==> src/rtl/ctrl_sequencer.sv <==
// Instruction sequencer: fetches 16-bit words over a valid/request handshake and
// executes them against a small register file with an add/sub ALU.
module ctrl_sequencer #(
  parameter int DW  = 8,
  parameter int RA  = 2,
  parameter int PCW = 8
) (
  input  logic           clk,
  input  logic           rst,
  input  logic           start,
  output logic           imem_req,
  output logic [PCW-1:0] imem_addr,
  input  logic           imem_valid,
  input  logic [15:0]    imem_rdata,
  output logic           busy,
  output logic           halted,
  output logic           trap,
  output logic           retire,
  output logic           zflag,
  output logic [PCW-1:0] pc,
  input  logic [RA-1:0]  dbg_addr,
  output logic [DW-1:0]  dbg_data
);

  localparam int NREG = 1 << RA;

  localparam logic [3:0] OP_ADD = 4'h0;
  localparam logic [3:0] OP_SUB = 4'h1;
  localparam logic [3:0] OP_LDI = 4'h8;
  localparam logic [3:0] OP_INC = 4'hA;
  localparam logic [3:0] OP_DEC = 4'hB;
  localparam logic [3:0] OP_HLT = 4'hC;
  localparam logic [3:0] OP_JZ  = 4'hD;
  localparam logic [3:0] OP_JNZ = 4'hE;
  localparam logic [3:0] OP_JMP = 4'hF;

  typedef enum logic [1:0] {S_IDLE, S_FETCH, S_EXEC, S_HALT} state_t;

  state_t          r_state;
  state_t          w_state_next;
  logic [PCW-1:0]  r_pc;
  logic [15:0]     r_ir;
  logic [DW-1:0]   r_regs [NREG];
  logic            r_zflag;
  logic            r_trap;

  logic [3:0]      w_op;
  logic [RA-1:0]   w_rd;
  logic [RA-1:0]   w_rs1;
  logic [RA-1:0]   w_rs2;
  logic [DW-1:0]   w_imm;
  logic [PCW-1:0]  w_tgt;
  logic [DW-1:0]   w_rd_val;
  logic [DW-1:0]   w_rs1_val;
  logic [DW-1:0]   w_rs2_val;
  logic [DW-1:0]   w_result;
  logic [PCW-1:0]  w_pc_inc;
  logic [PCW-1:0]  w_pc_next;
  logic            w_wr_en;
  logic            w_halt;
  logic            w_illegal;
  logic            w_unused_ir;

  assign w_op      = r_ir[15:12];
  assign w_rd      = r_ir[8 +: RA];
  assign w_rs1     = r_ir[4 +: RA];
  assign w_rs2     = r_ir[0 +: RA];
  assign w_imm     = DW'(r_ir[7:0]);
  assign w_tgt     = r_ir[PCW-1:0];
  assign w_rd_val  = r_regs[w_rd];
  assign w_rs1_val = r_regs[w_rs1];
  assign w_rs2_val = r_regs[w_rs2];
  assign w_pc_inc  = r_pc + PCW'(1);
  // Instruction bits not decoded for narrow RA/PCW settings.
  assign w_unused_ir = ^r_ir;

  // NOTE: every signal gets a default before the case so no latch is inferred.
  always_comb begin
    w_wr_en   = 1'b0;
    w_result  = '0;
    w_pc_next = w_pc_inc;
    w_halt    = 1'b0;
    w_illegal = 1'b0;
    case (w_op)
      OP_ADD: begin w_wr_en = 1'b1; w_result = w_rs1_val + w_rs2_val; end
      OP_SUB: begin w_wr_en = 1'b1; w_result = w_rs1_val - w_rs2_val; end
      OP_LDI: begin w_wr_en = 1'b1; w_result = w_imm; end
      OP_INC: begin w_wr_en = 1'b1; w_result = w_rd_val + DW'(1); end
      OP_DEC: begin w_wr_en = 1'b1; w_result = w_rd_val - DW'(1); end
      OP_HLT: begin w_halt = 1'b1; w_pc_next = r_pc; end
      OP_JZ:  if (w_rd_val == '0) w_pc_next = w_tgt;
      OP_JNZ: if (w_rd_val != '0) w_pc_next = w_tgt;
      OP_JMP: w_pc_next = w_tgt;
      default: begin
        w_halt    = 1'b1;
        w_illegal = 1'b1;
        w_pc_next = r_pc;
      end
    endcase
  end

  always_comb begin
    w_state_next = r_state;
    case (r_state)
      S_IDLE, S_HALT: if (start) w_state_next = S_FETCH;
      S_FETCH:        if (imem_valid) w_state_next = S_EXEC;
      S_EXEC:         w_state_next = w_halt ? S_HALT : S_FETCH;
      default:        w_state_next = S_IDLE;
    endcase
  end

  // NOTE: state uses non-blocking assignments so every flop samples pre-edge values.
  // NOTE: the register file is reset, so it maps to flops rather than a RAM macro.
  always_ff @(posedge clk) begin
    if (rst) begin
      r_state <= S_IDLE;
      r_pc    <= '0;
      r_ir    <= '0;
      r_zflag <= 1'b0;
      r_trap  <= 1'b0;
      for (int i = 0; i < NREG; i++) r_regs[i] <= '0;
    end else begin
      r_state <= w_state_next;
      case (r_state)
        S_IDLE, S_HALT: begin
          if (start) begin
            r_pc   <= '0;
            r_trap <= 1'b0;
          end
        end
        S_FETCH: if (imem_valid) r_ir <= imem_rdata;
        S_EXEC: begin
          r_pc <= w_pc_next;
          if (w_wr_en) begin
            r_regs[w_rd] <= w_result;
            r_zflag      <= (w_result == '0);
          end
          if (w_illegal) r_trap <= 1'b1;
        end
        default: ;
      endcase
    end
  end

  assign imem_req  = (r_state == S_FETCH);
  assign imem_addr = r_pc;
  assign busy      = (r_state == S_FETCH) || (r_state == S_EXEC);
  assign halted    = (r_state == S_HALT);
  assign retire    = (r_state == S_EXEC);
  assign trap      = r_trap;
  assign zflag     = r_zflag;
  assign pc        = r_pc;
  assign dbg_data  = r_regs[dbg_addr];

endmodule

==> config.mk <==
export PLATFORM = sky130hd
export DESIGN_NAME = ctrl_sequencer
export DESIGN_NICKNAME = d
export VERILOG_FILES = /design/src/rtl/ctrl_sequencer.sv
export SDC_FILE = /design/constraint.sdc
export NUM_CORES = 1
export LEC_CHECK = 0
export BUFFER_PORTS_ARGS = -buffer_cell sky130_fd_sc_hd__buf_2
export CAP_MARGIN = 25
export CORE_UTILIZATION = 35
export DETAILED_ROUTE_END_ITERATION = 16
export HOLD_SLACK_MARGIN = 0.15
export PLACE_DENSITY_LB_ADDON = 0.1
export SYNTH_ARGS = -nofsm -noshare
export SYNTH_HDL_FRONTEND = slang
export SYNTH_SLANG_ARGS = --single-unit
export TNS_END_PERCENT = 50
==> constraint.sdc <==
create_clock -name clk -period 4.59 [get_ports clk]
set_clock_uncertainty 0.05 [all_clocks]
set_input_delay 0.6885 -clock clk [delete_from_list [all_inputs] [get_ports clk]]
set_output_delay 0.6885 -clock clk [all_outputs]
set_load 0.02 [all_outputs]
# After elaboration in Yosys (flattened, before gate mapping)
# Memories as Yosys holds them, arrays and structs flattened. A register that Yosys moved wholly into a read port is not among the register bits.
# Index checks and enable logic that the tools add are counted.
# totals
regBits	28
ram_bits	32
in_bits	22
output_inout_bits	30
wordCells	72
memories	1
# classes
addsub	5
eq_ne	15
mux	29
reduce_logical	17
# memory_table
name	words	width	rd	rd_ports_with_merged_regs	write_ports	line	text
r_regs	4	8	4	3	4	43	logic [DW-1:0] r_regs [NREG];
# op_table
op	n
8-bit one-hot mux with 5 select lines	1
8-bit 2-to-1 mux	4
8-bit one-hot mux with 4 select lines	1
4-bit == test, second input constant	7
2-bit 2-to-1 mux	10
8-bit by 1-bit adder with 8-bit output, second input constant	2
8-bit logical NOT	2
8-bit one-hot mux with 2 select lines	1
8-bit OR reduction	2
1-bit 2-to-1 mux	10
9-bit OR reduction	1
8-bit adder	1
8-bit nonzero test	1
8-bit by 1-bit subtractor with 8-bit output, second input constant	1
8-bit subtractor	1
2-bit one-hot mux with 3 select lines	1
2-bit AND reduction	3
3-bit AND reduction	2
5-bit by 2-bit != test with 1-bit output, second input constant	1
5-bit OR reduction	1
2-bit == test, second input constant	2
4-bit by 1-bit == test with 1-bit output, second input constant	1
4-bit logical NOT	1
2-bit != test, second input constant	2
7 further kinds	7

# Longest topological paths before layout
# Gate-level depths: netlist (run 1).
# depth
depth_word	9
depth_mapped	15
ltp_nobuf	14

# Worst setup path before layout (run 1)
# No wires, ideal clock.
# synth_path
kind	register -> register
from	register with a tool-made name
to	register r_zflag (netlist: zflag)
setup_ps	116
t_arrival_ps	3316
t_required_ps	4424
path_slack_ps	1107
stages_incl_launch_ff	14
path_buffers	1
period_less_slack_ps	3483
path_cell_list	dfxtp_1 buf_2 mux4_2 or3_1 nand2_1 xor2_1 ha_1 a21o_1 a21oi_1 a21oi_1 or3_1 a211oi_1 nor3_2 a41o_1
# synth_rtl
element	line	text
end signal: assignment	136	r_zflag <= (w_result == '0);
end: declaration	44	logic r_zflag;

==> flow_summary.yaml, run 1 <==
clock_tree:
  ctsLongestPathBuffers: 2
  cts_tree: "yes"
  ctsRootBufferMaster: "clkbuf_16"
  htree_levels: 3
  cts_resized: 0
  clk_latency_ns: 0.34
  hold_buffers: 0
  cts_buffers: 9
  cts.sinks: 64
  post_cts_buffers: 0
  path_clk_slew_ns: 0.05
detailed_routing:
  drc_errors: 0
  wl_per_cell_um: 17.4
  ant_nets: 0
  drt_wl_total_um: 11100
  vias: 3470
  vias_per_cell: 5.46
  drtIter0Drc: 180
  dr.pass1.iters: 4
yosys:
  yosysTopAreaCellShare: 0.219
  synth_compound_area_frac: 0.125
  yosysSeqAreaShare: 0.365
  synth-main-ff-cell: "edfxtp_1"
  avgSynthCellArea_um2: 10.2
  synth-seq-cells: 64
  synth_top_area_cell: "edfxtp_1"
  synth_warnings: 0
  synthesis.area_mm2: 0.00438
  synth_top_family_by_area: "simple AND/OR/NAND/NOR gates"
  netlist_instances: 429
  muxShareOfSynthArea: 0.178
  synthDistinctLibCells: 59
  synthSimpleGateAreaFrac: 0.194
  synth-async-reset-ratio: 0
  synth_nets: 472
  synthAdderAreaFrac: 0.0634
  synth_xor_area_frac: 0.0280
  synth.area.top_cells: "edfxtp_1 22%, mux4_2 15%, dfxtp_1 15%"
  synth_edf_count: 32
timing:
  min_period_ns: 3.74
  tns_ns: 0
  rsz0062_at_grt: "no"
  slew_headroom: 0.446
  holdWs_ns: 0.447
  hold_viol: 0
  drv_slew: 0
  fmax_mhz: 267
  fin_crit_sh: 0.816
  setup_viol: 0
  worst_pin_slew_ns: 0.829
critical_path:
  r2r-end: "r_regs[2][7]$_SDFFCE_PN0P_"
  critPathMaxFanout: 8
  path_class: "reg2reg"
  ff2ff_setup_slack_ns: 0.85
  startpoint_type: "flop"
  crit_path_end_kind: "flop"
  cp.required_ns: 4.62
  cp.arrival_ns: 3.77
  reg2reg_depth: 13
cells_and_area:
  mostFrequentLayoutCell: "nand2_1"
  instances_no_fill: 635
  areaGrowthSynthToFinish_pct: 14.6
  drive_gt1_frac: 0.231
  final_core_util: 0.415
  final_cell_mix: "50 x nand2_1, 49 x buf_2, 47 x nor2_1"
  fill_cells: 1201
  n_antenna_cell: 0
  final_net_count: 505
grt:
  antenna_found_initial: 0
  track_usage: 0.184
  grt_pass1_vias: 3370
  grt_max_degree: 29
  grt_overflow: 0
  grt_pass1_wl_um: 17800
power:
  vdd_drop_max_mv: 0.249
  power.leakage_nw: 1.97
  cellPowerDensity_mw_per_mm2: 393
placement:
  gp_congestion: 0.791
  dp_hpwl_um: 8650
  placedCellCount: 619
  numPortBuffers: 49
worst_hold_path:
  min_to: "r_ir[7]$_SDFFE_PP0P_"
  holdPathStages: 2
  holdCritPathClass: "reg2reg"
  min_from: "r_ir[7]$_SDFFE_PP0P_"
outcome:
  status: "finished, final reports clean"
die:
  die_h_um: 114
  row_count: 40
  coreArea_mm2: 0.0121
  die_w_um: 114
  io_pins: 52
  die_area_mm2: 0.0130
  initial_core_util: 0.362
job:
  cap_violations: 0
## final cells by class
cell class	count	area, um^2	area share
Clock buffer	12	236	0.0471
Clock inverter	4	70.1	0.0139
Inverter	10	37.5	0.00747
Multi-Input combinational cell	322	2580	0.513
Sequential cell	64	1600	0.319
Tap cell	168	210	0.0418
Timing Repair Buffer	55	290	0.0578
## state kept, by name, indices dropped and copies added (netlist names), named ones only
register / count
zflag: 1
r_state: 2
r_regs: 32
trap: 1
r_ir: 14
imem_addr: 8
## layer usage
layer	global-route usage	up-vias	wire, um
met1	0.231	1716	5110
met4	0.0710	0	195
met2	0.305	62	5380
met3	0.0441	14	377
met5	0	-	0
li1	-	1678	-
## stage by stage
step                area (um^2)  worst slack, ns  power, W
floorplan                  4380             1.11   0.00109
global placement           4720            0.867   0.00127
detailed placement         4720            0.849   0.00127
CTS                        5020            0.832   0.00200
global route               5020            0.578   0.00209
finish                     5020            0.846   0.00197
## cells in the mapped netlist (all sizes together) (3+ instances only)
cell     instances
nand2           50
nor2            48
dfxtp           32
edfxtp          32
mux4            32
a21oi           31
clkbuf          19
ha              19
buf             14
nand2b          12
inv             10
nand3            8
xor2             8
nor2b            7
a32oi            6
nand4b           6
nor3             6
o21ai            6
xnor2            6
or3              5
a21o             4
mux2i            4
nand3b           4
nor4             4
o211ai           4
o21a             4
or2              4
or4              4
a222oi           3
and2             3
o2111ai          3
## logic make-up after synthesis
kind of cell	count (synthesis)
flops	64
xor+xnor	14
mux	37
fa+ha+maj	21
simple gates	169
compound gates	81
buf+inv	43
## worst max-delay path: stages (launching register included)
cell      delay (ns)
dfxtp_1         0.30
buf_4           0.20
mux4_2          0.56
or3_1           0.42
nand2_1         0.10
xor2_1          0.15
ha_1            0.29
a21o_1          0.18
a21oi_1         0.19
a21oi_1         0.11
or3_1           0.38
o2111a_1        0.16
nor3_2          0.30
nor2_1          0.09
## report_power, final
group / internal, W / switching (W)
Sequential: 0.000631 / 0.0000493
Combinational: 0.000250 / 0.000330
Clock: 0.000473 / 0.000239
## worst max-delay path by stage
| stage | startpoint | to | slack [ns] | cells past startpoint |
|---|---|---|---|---|
| floorplan | flop | zflag$_SDFFE_PP0P_ | 1.11 | 13 |
| global placement | flop | r_regs[2][7]$_SDFFCE_PN0P_ | 0.87 | 13 |
| detailed placement | flop | r_regs[2][7]$_SDFFCE_PN0P_ | 0.85 | 13 |
| CTS | flop | r_regs[2][7]$_SDFFCE_PN0P_ | 0.83 | 13 |
| global route | r_ir[13]$_SDFFE_PP0P_ | r_regs[2][7]$_SDFFCE_PN0P_ | 0.58 | 10 |
| finish | flop | r_regs[2][7]$_SDFFCE_PN0P_ | 0.85 | 13 |
Note: power is estimated with default switching activity, not from simulation.
==> run 2: changes to the inputs <==
--- a/config.mk
+++ b/config.mk
@@ -5,6 +5,7 @@
 export SDC_FILE = /design/constraint.sdc
 export NUM_CORES = 1
 export LEC_CHECK = 0
+export ABC_AREA = 1
 export BUFFER_PORTS_ARGS = -buffer_cell sky130_fd_sc_hd__buf_2
 export CAP_MARGIN = 25
 export CORE_UTILIZATION = 35
==> constraint.sdc (replaced) <==
create_clock -name clk -period 3 [get_ports clk]
set_clock_uncertainty 0.05 [all_clocks]
set_input_delay 0.45 -clock clk [delete_from_list [all_inputs] [get_ports clk]]
set_output_delay 0.45 -clock clk [all_outputs]
set_load 0.02 [all_outputs]
==> run 2 against run 1 <==
- worst hold slack got worse by 0.13 ns
- final cell count increased by 51%
- sequential share of layout area decreased by 4.6 points
- clock-buffer cell count decreased by 3
- critical path depth increased by 4
- flip-flop and latch count unchanged
- core utilization increased by 2.9 points
- fmax increased by 30%
- wire length increased by 36%
- clock power increased by 69%
- total power increased by 91%
- combinational power increased to 2.6 times the previous value
- critical path type unchanged
==> flow_summary.yaml, run 2 <==
critical_path:
  rr_startpoint: "r_regs[0][0]$_SDFFCE_PN0P_"
  cp.required_ns: 3.02
  ff2ff_setup_slack_ns: 0.12
  r2r-end: "r_regs[2][7]$_SDFFCE_PN0P_"
  critPathMaxFanout: 5
  startpoint_type: "flop"
  crit_family: "compound AO/OA/AOI/OAI gates"
  max_stage_delay_ns: 0.42
  path_class: "reg2reg"
  critical-path-slowest-cell: "edfxtp_1"
  path_buf_inv: 3
  crit_path_end_kind: "flop"
  cp_cell_sequence: "inv_2 -> nand2_2 -> o211ai_2 -> nand2_2 -> inv_2 -> ha_4 -> a21boi_4 -> buf_6 -> a31oi_2 -> xor2_1 -> ha_1 -> a21oi_2 -> o31ai_1 -> a21oi_1 -> nand3_1 -> nand3_4 -> a21oi_2"
  cp.arrival_ns: 2.89
  reg2reg_depth: 17
yosys:
  avgSynthCellArea_um2: 6.82
  synth_top_area_cell: "edfxtp_1"
  synth_warnings: 0
  synthesis.area_mm2: 0.00479
  netlist_instances: 702
  synth_edf_count: 32
  synth-async-reset-ratio: 0
  yosysSeqAreaShare: 0.335
  synth-main-ff-cell: "edfxtp_1"
  synthDistinctLibCells: 38
  synth-seq-cells: 64
  synth_most_common_cell: "nand2_1"
  yosysTopAreaCellShare: 0.201
  synth_nets: 745
  synth.area.top_cells: "edfxtp_1 20%, nand2_1 15%, dfxtp_1 13%"
  ys_top_cells_by_count: "195 x nand2_1, 84 x nor2_1, 69 x inv_1, 67 x nand3_1, 52 x o21ai_0"
worst_hold_path:
  holdPathStages: 3
  min_from: "imem_rdata[6]"
  min_to: "r_ir[6]$_SDFFE_PP0P_"
  holdCritPathClass: "in2reg"
power:
  p_sw_frac: 0.374
  finalPower_w: 0.00377
  intPower_w: 0.00236
  power_switching_w: 0.00141
  seqPwrFrac: 0.278
  power.leakage_nw: 2.77
  vdd_drop_max_mv: 0.359
  clkPwrFrac: 0.320
  power_frac_comb: 0.402
  cellPowerDensity_mw_per_mm2: 639
placement:
  numPortBuffers: 49
  placedCellCount: 941
  post-place-ws_ns: -0.179
  gp_congestion: 0.859
  dp_hpwl_um: 11800
cells_and_area:
  mostFrequentLayoutCell: "nand2_1"
  multi_input_area_mm2: 0.00286
  seq_area_mm2: 0.00161
  final_net_count: 821
  final_cell_mix: "190 x nand2_1, 82 x nor2_1, 67 x inv_1"
  n_antenna_cell: 0
  areaGrowthSynthToFinish_pct: 23.2
  instances_no_fill: 959
  largest_reg_flops: 32
  drive_gt1_frac: 0.222
  regMostFlops: "r_regs"
  fill_cells: 1375
die:
  die_area_mm2: 0.0141
  initial_core_util: 0.360
  die_h_um: 119
  coreArea_mm2: 0.0133
  die_w_um: 119
  io_pins: 52
  row_count: 42
detailed_routing:
  dr.pass1.iters: 5
  wl_per_cell_um: 15.7
  drt_wl_total_um: 15000
  drtIter0Drc: 402
  vias: 4894
  vias_per_cell: 5.10
  drc_errors: 0
  ant_nets: 0
timing:
  min_period_ns: 2.88
  slew_headroom: 0.588
  fmax_mhz: 347
  setup_viol: 0
  holdWs_ns: 0.322
  hold_viol: 0
  worst_pin_slew_ns: 0.616
  drv_slew: 0
  rsz0062_at_grt: "yes"
  fin_crit_sh: 0.959
  worst_slack_ns: 0.122
job:
  cap_violations: 0
clock_tree:
  path_clk_slew_ns: 0.06
  clk_latency_ns: 0.33
  htree_levels: 3
  cts_buffers: 9
  cts.sinks: 64
  ctsRootBufferMaster: "clkbuf_16"
  cts_tree: "yes"
  ctsLongestPathBuffers: 2
grt:
  grt_max_degree: 22
  grt_use_met2: 0.322
  track_usage: 0.220
  gr-max-usage-layer: "met1"
  grt_use_met1: 0.330
  met3_usage: 0.0354
  grt_pass1_wl_um: 23900
  grt_pass1_vias: 4451
  grt_overflow: 0
  antenna_found_initial: 0
outcome:
  status: "finished, final reports clean"
==> run 2: cell types whose count changed in the layout (fill, tap and decap cells not counted), sizes merged, moves of 12 or more <==
cell and delta:
o21ai +46, nand2b -12, mux4 -32, nand2 +152
nor2 +41, nand3 +63, buf +36, nand4 +13
inv +67
==> run 2: what timing repair did <==
action,4_1_cts,5_1_grt
gates resized for setup,6,40
hold endpoints to repair,0,0
setup endpoints to repair,16,25
pin swaps,1,17
hold buffers,0,0
buffers inserted,1,1
==> run 2: cell families after synthesis <==
| logic type | count (synthesis) | synth area share |
|---|---|---|
| AND/OR/NAND/NOR | 390 | 0.357 |
| AO/OA/AOI/OAI | 112 | 0.131 |
| buffers and inverters | 103 | 0.0980 |
| flip-flops | 64 | 0.335 |
| XOR/XNOR | 12 | 0.0220 |
| adder cells (fa/ha/maj) | 21 | 0.0580 |
==> run 2: area by class of cell <==
class | instances | area share
clock buffers | 9 | 0.0382
clock inverters | 7 | 0.0202
inverters | 77 | 0.0503
multi-input cells | 535 | 0.485
flip-flops and latches | 64 | 0.272
well taps | 176 | 0.0373
repair buffers | 91 | 0.0963
==> run 2: power by group through the flow <==
stage | registers (W) | clock network (W) | logic, W
CTS | 0.00105 | 0.00123 | 0.00139
detailed placement | 0.00106 | 0 | 0.00136
floorplan | 0.00103 | 0 | 0.000877
finish | 0.00105 | 0.00120 | 0.00152
global placement | 0.00106 | 0 | 0.00135
global route | 0.00105 | 0.00126 | 0.00170
==> run 2: worst max path at each step <==
| stage | from | to | slack (ns) | cells after the start |
|---|---|---|---|---|
| CTS | r_regs[0][0]$_SDFFCE_PN0P_ | r_regs[2][5]$_SDFFCE_PN0P_ | 0.003 | 19 |
| detailed placement | flop | r_regs[2][5]$_SDFFCE_PN0P_ | -0.18 | 18 |
| global route | r_regs[0][0]$_SDFFCE_PN0P_ | r_regs[2][7]$_SDFFCE_PN0P_ | -0.06 | 17 |
| global placement | flop | r_regs[2][5]$_SDFFCE_PN0P_ | -0.12 | 18 |
| floorplan | flop | r_regs[2][5]$_SDFFCE_PN0P_ | 0.16 | 20 |
| finish | r_regs[0][0]$_SDFFCE_PN0P_ | r_regs[2][7]$_SDFFCE_PN0P_ | 0.12 | 17 |
==> run 2: worst min-delay path, cell delays in order <==
cell     delay, ns
buf_2         0.07
o21ai_0       0.07
nor2_1        0.08
==> run 2: metal layers <==
metal | vias up | routed length, um
met1 | 2254 | 7300
li1 | 2465 | -
met2 | 158 | 6470
met5 | - | 0
met3 | 17 | 1050
met4 | 0 | 213
==> run 2: stage by stage <==
stage / cell area, um^2 / utilization / TNS (ns)
finish: 5900 / 0.444 / 0
global route: 5900 / 0.444 / -0.346
CTS: 5750 / 0.432 / 0
detailed placement: 5380 / 0.405 / -1.16
global placement: 5380 / 0.405 / -0.440
floorplan: 4790 / - / 0
==> run 3: changes to the inputs <==
--- a/config.mk
+++ b/config.mk
@@ -9,9 +9,11 @@
 export BUFFER_PORTS_ARGS = -buffer_cell sky130_fd_sc_hd__buf_2
 export CAP_MARGIN = 25
 export CORE_UTILIZATION = 35
+export CTS_CLUSTER_DIAMETER = 150
 export DETAILED_ROUTE_END_ITERATION = 16
 export HOLD_SLACK_MARGIN = 0.15
-export PLACE_DENSITY_LB_ADDON = 0.1
+export PLACE_DENSITY = 0.65
+export REMOVE_ABC_BUFFERS = 1
 export SYNTH_ARGS = -nofsm -noshare
 export SYNTH_HDL_FRONTEND = slang
 export SYNTH_SLANG_ARGS = --single-unit
==> run 3 against run 2 <==
- worst hold slack improved by 0.016 ns
- setup slack gained 0.040 ns
- wire length is 9.5% lower
- clock power shrank 10%
- non-clock buffer count is 3 lower
- first-iteration DRC count fell by 37%
- fmax increased by 1.4%
- critical path depth fell by 1
- combinational power decreased by 7%
- flip-flop and latch count unchanged
==> flow_summary.yaml, run 3 (synthesized netlist as in run 2, its figures left out) <==
cells_and_area:
  seq_area_mm2: 0.00161
  final_net_count: 818
  largest_reg_flops: 32
  areaGrowthSynthToFinish_pct: 21.6
  regMostFlops: "r_regs"
  fill_cells: 1346
  multi_input_area_mm2: 0.00285
  mostFrequentLayoutCell: "nand2_1"
  final_cell_mix: "193 x nand2_1, 82 x nor2_1, 68 x inv_1"
  drive_gt1_frac: 0.205
  n_antenna_cell: 0
timing:
  tns_ns: 0
  fin_crit_sh: 0.946
  fmax_mhz: 352
  hold_viol: 0
  worst_pin_slew_ns: 0.592
  setup_viol: 0
  holdWs_ns: 0.338
  slew_headroom: 0.604
  min_period_ns: 2.84
  drv_slew: 0
  rsz0062_at_grt: "yes"
worst_hold_path:
  holdCritPathClass: "in2reg"
grt:
  grt_max_degree: 22
  antenna_found_initial: 0
  grt_pass1_vias: 4390
  grt_pass1_wl_um: 21800
  track_usage: 0.195
  grt_overflow: 0
detailed_routing:
  wl_per_cell_um: 14.2
  dr.pass1.iters: 5
  vias: 4808
  drc_errors: 0
  drtIter0Drc: 253
  vias_per_cell: 5.03
  drt_wl_total_um: 13600
  ant_nets: 0
placement:
  dp_hpwl_um: 10500
  gp_congestion: 0.908
  numPortBuffers: 49
clock_tree:
  cts.sinks: 64
  cts_buffers: 9
  ctsRootBufferMaster: "clkbuf_16"
  path_clk_slew_ns: 0.05
  ctsLongestPathBuffers: 2
  clk_latency_ns: 0.33
  cts_tree: "yes"
  hold_buffers: 0
  htree_levels: 3
die:
  initial_core_util: 0.360
  die_area_mm2: 0.0141
  die_h_um: 119
  coreArea_mm2: 0.0133
  io_pins: 52
  die_w_um: 119
  row_count: 42
critical_path:
  cp.required_ns: 3.02
  path_buf_inv: 4
  cp.arrival_ns: 2.85
  critical-path-slowest-cell: "edfxtp_1"
  startpoint_type: "flop"
  cp_cell_sequence: "o211ai_2 -> nand2_2 -> inv_2 -> ha_4 -> a21boi_4 -> buf_6 -> a31oi_4 -> xor2_1 -> ha_1 -> inv_1 -> o31ai_1 -> a21oi_1 -> inv_1 -> nand2_2 -> nand3_4 -> a21oi_1"
  max_stage_delay_ns: 0.44
  critPathMaxFanout: 5
  crit_path_end_kind: "flop"
  path_class: "reg2reg"
  crit_family: "compound AO/OA/AOI/OAI gates"
power:
  power.leakage_nw: 2.74
  vdd_drop_max_mv: 0.403
  cellPowerDensity_mw_per_mm2: 608
  finalPower_w: 0.00354
job:
  cap_violations: 0
outcome:
  status: "finished, final reports clean"
-- run 3: cell count changes in the layout (fill, tap and decap cells not counted), sizes merged --
cell / previous run / this run
inv: 77 / 76
bufinv: 3 / 2
buf: 91 / 88
clkbuf: 9 / 11
clkinv: 3 / 4
clkinvlp: 1 / 0
-- run 3: timing repair --
| action | CTS | global route |
|---|---|---|
| setup endpoints to repair | 13 | 18 |
| pin swaps | 0 | 14 |
| gates resized for setup | 3 | 35 |
| buffers inserted | 0 | 4 |
-- run 3: per-stage QoR --
step	util	instance area [um^2]	setup WS, ns	instances
floorplan	-	4610	0.0305	676
global placement	0.402	5340	-0.0597	936
finish	0.438	5820	0.162	956
global route	0.438	5820	-0.0457	956
detailed placement	0.402	5340	-0.109	936
CTS	0.425	5650	0.0198	952
-- run 3: worst reg2reg max path, cell delays in order (launching register included) --
cell and delay [ns]:
edfxtp_1 0.44, o211ai_2 0.19, nand2_2 0.09, inv_2 0.07, ha_4 0.12, a21boi_4 0.18
buf_6 0.12, a31oi_4 0.07, xor2_1 0.17, ha_1 0.33, inv_1 0.09, o31ai_1 0.22
a21oi_1 0.09, inv_1 0.07, nand2_2 0.06, nand3_4 0.15, a21oi_1 0.08
-- run 3: final cells by class --
type                       instances  area share
multi-input combinational        535       0.489
sequential                        64       0.276
timing repair buffer              88      0.0937
inverter                          77      0.0510
clock buffer                      11      0.0400
tap                              176      0.0378
clock inverter                     5      0.0125
-- run 3: path summary, 6_finish.rpt --
| check | start | endpoint | cells after the start | slack [ns] |
|---|---|---|---|---|
| setup / recovery | r_regs[1][0]$_SDFFCE_PN0P_ | r_regs[2][7]$_SDFFCE_PN0P_ | 16 | 0.16 |
| hold / removal | imem_rdata[6] | r_ir[6]$_SDFFE_PP0P_ | 3 | 0.34 |
| setup reg to reg | r_regs[1][0]$_SDFFCE_PN0P_ | r_regs[2][7]$_SDFFCE_PN0P_ | 16 | 0.16 |
| hold reg to reg | zflag$_SDFFE_PP0P_ | zflag$_SDFFE_PP0P_ | 2 | 0.40 |
-- run 3: metal layers --
metal	vias to the layer above	GRT usage	share of wire
li1	2455	-	-
met1	2186	0.266	0.46
met2	155	0.317	0.45
met3	12	0.0283	0.068
met4	0	0.0633	0.016
met5	-	0	0
-- run 3: power breakdown --
group	switching (W)	total [W]	leakage, nW	internal, W
registers	0.0000671	0.00104	0.593	0.000977
logic	0.000887	0.00141	2.00	0.000527
clock network	0.000359	0.00108	0.149	0.000720
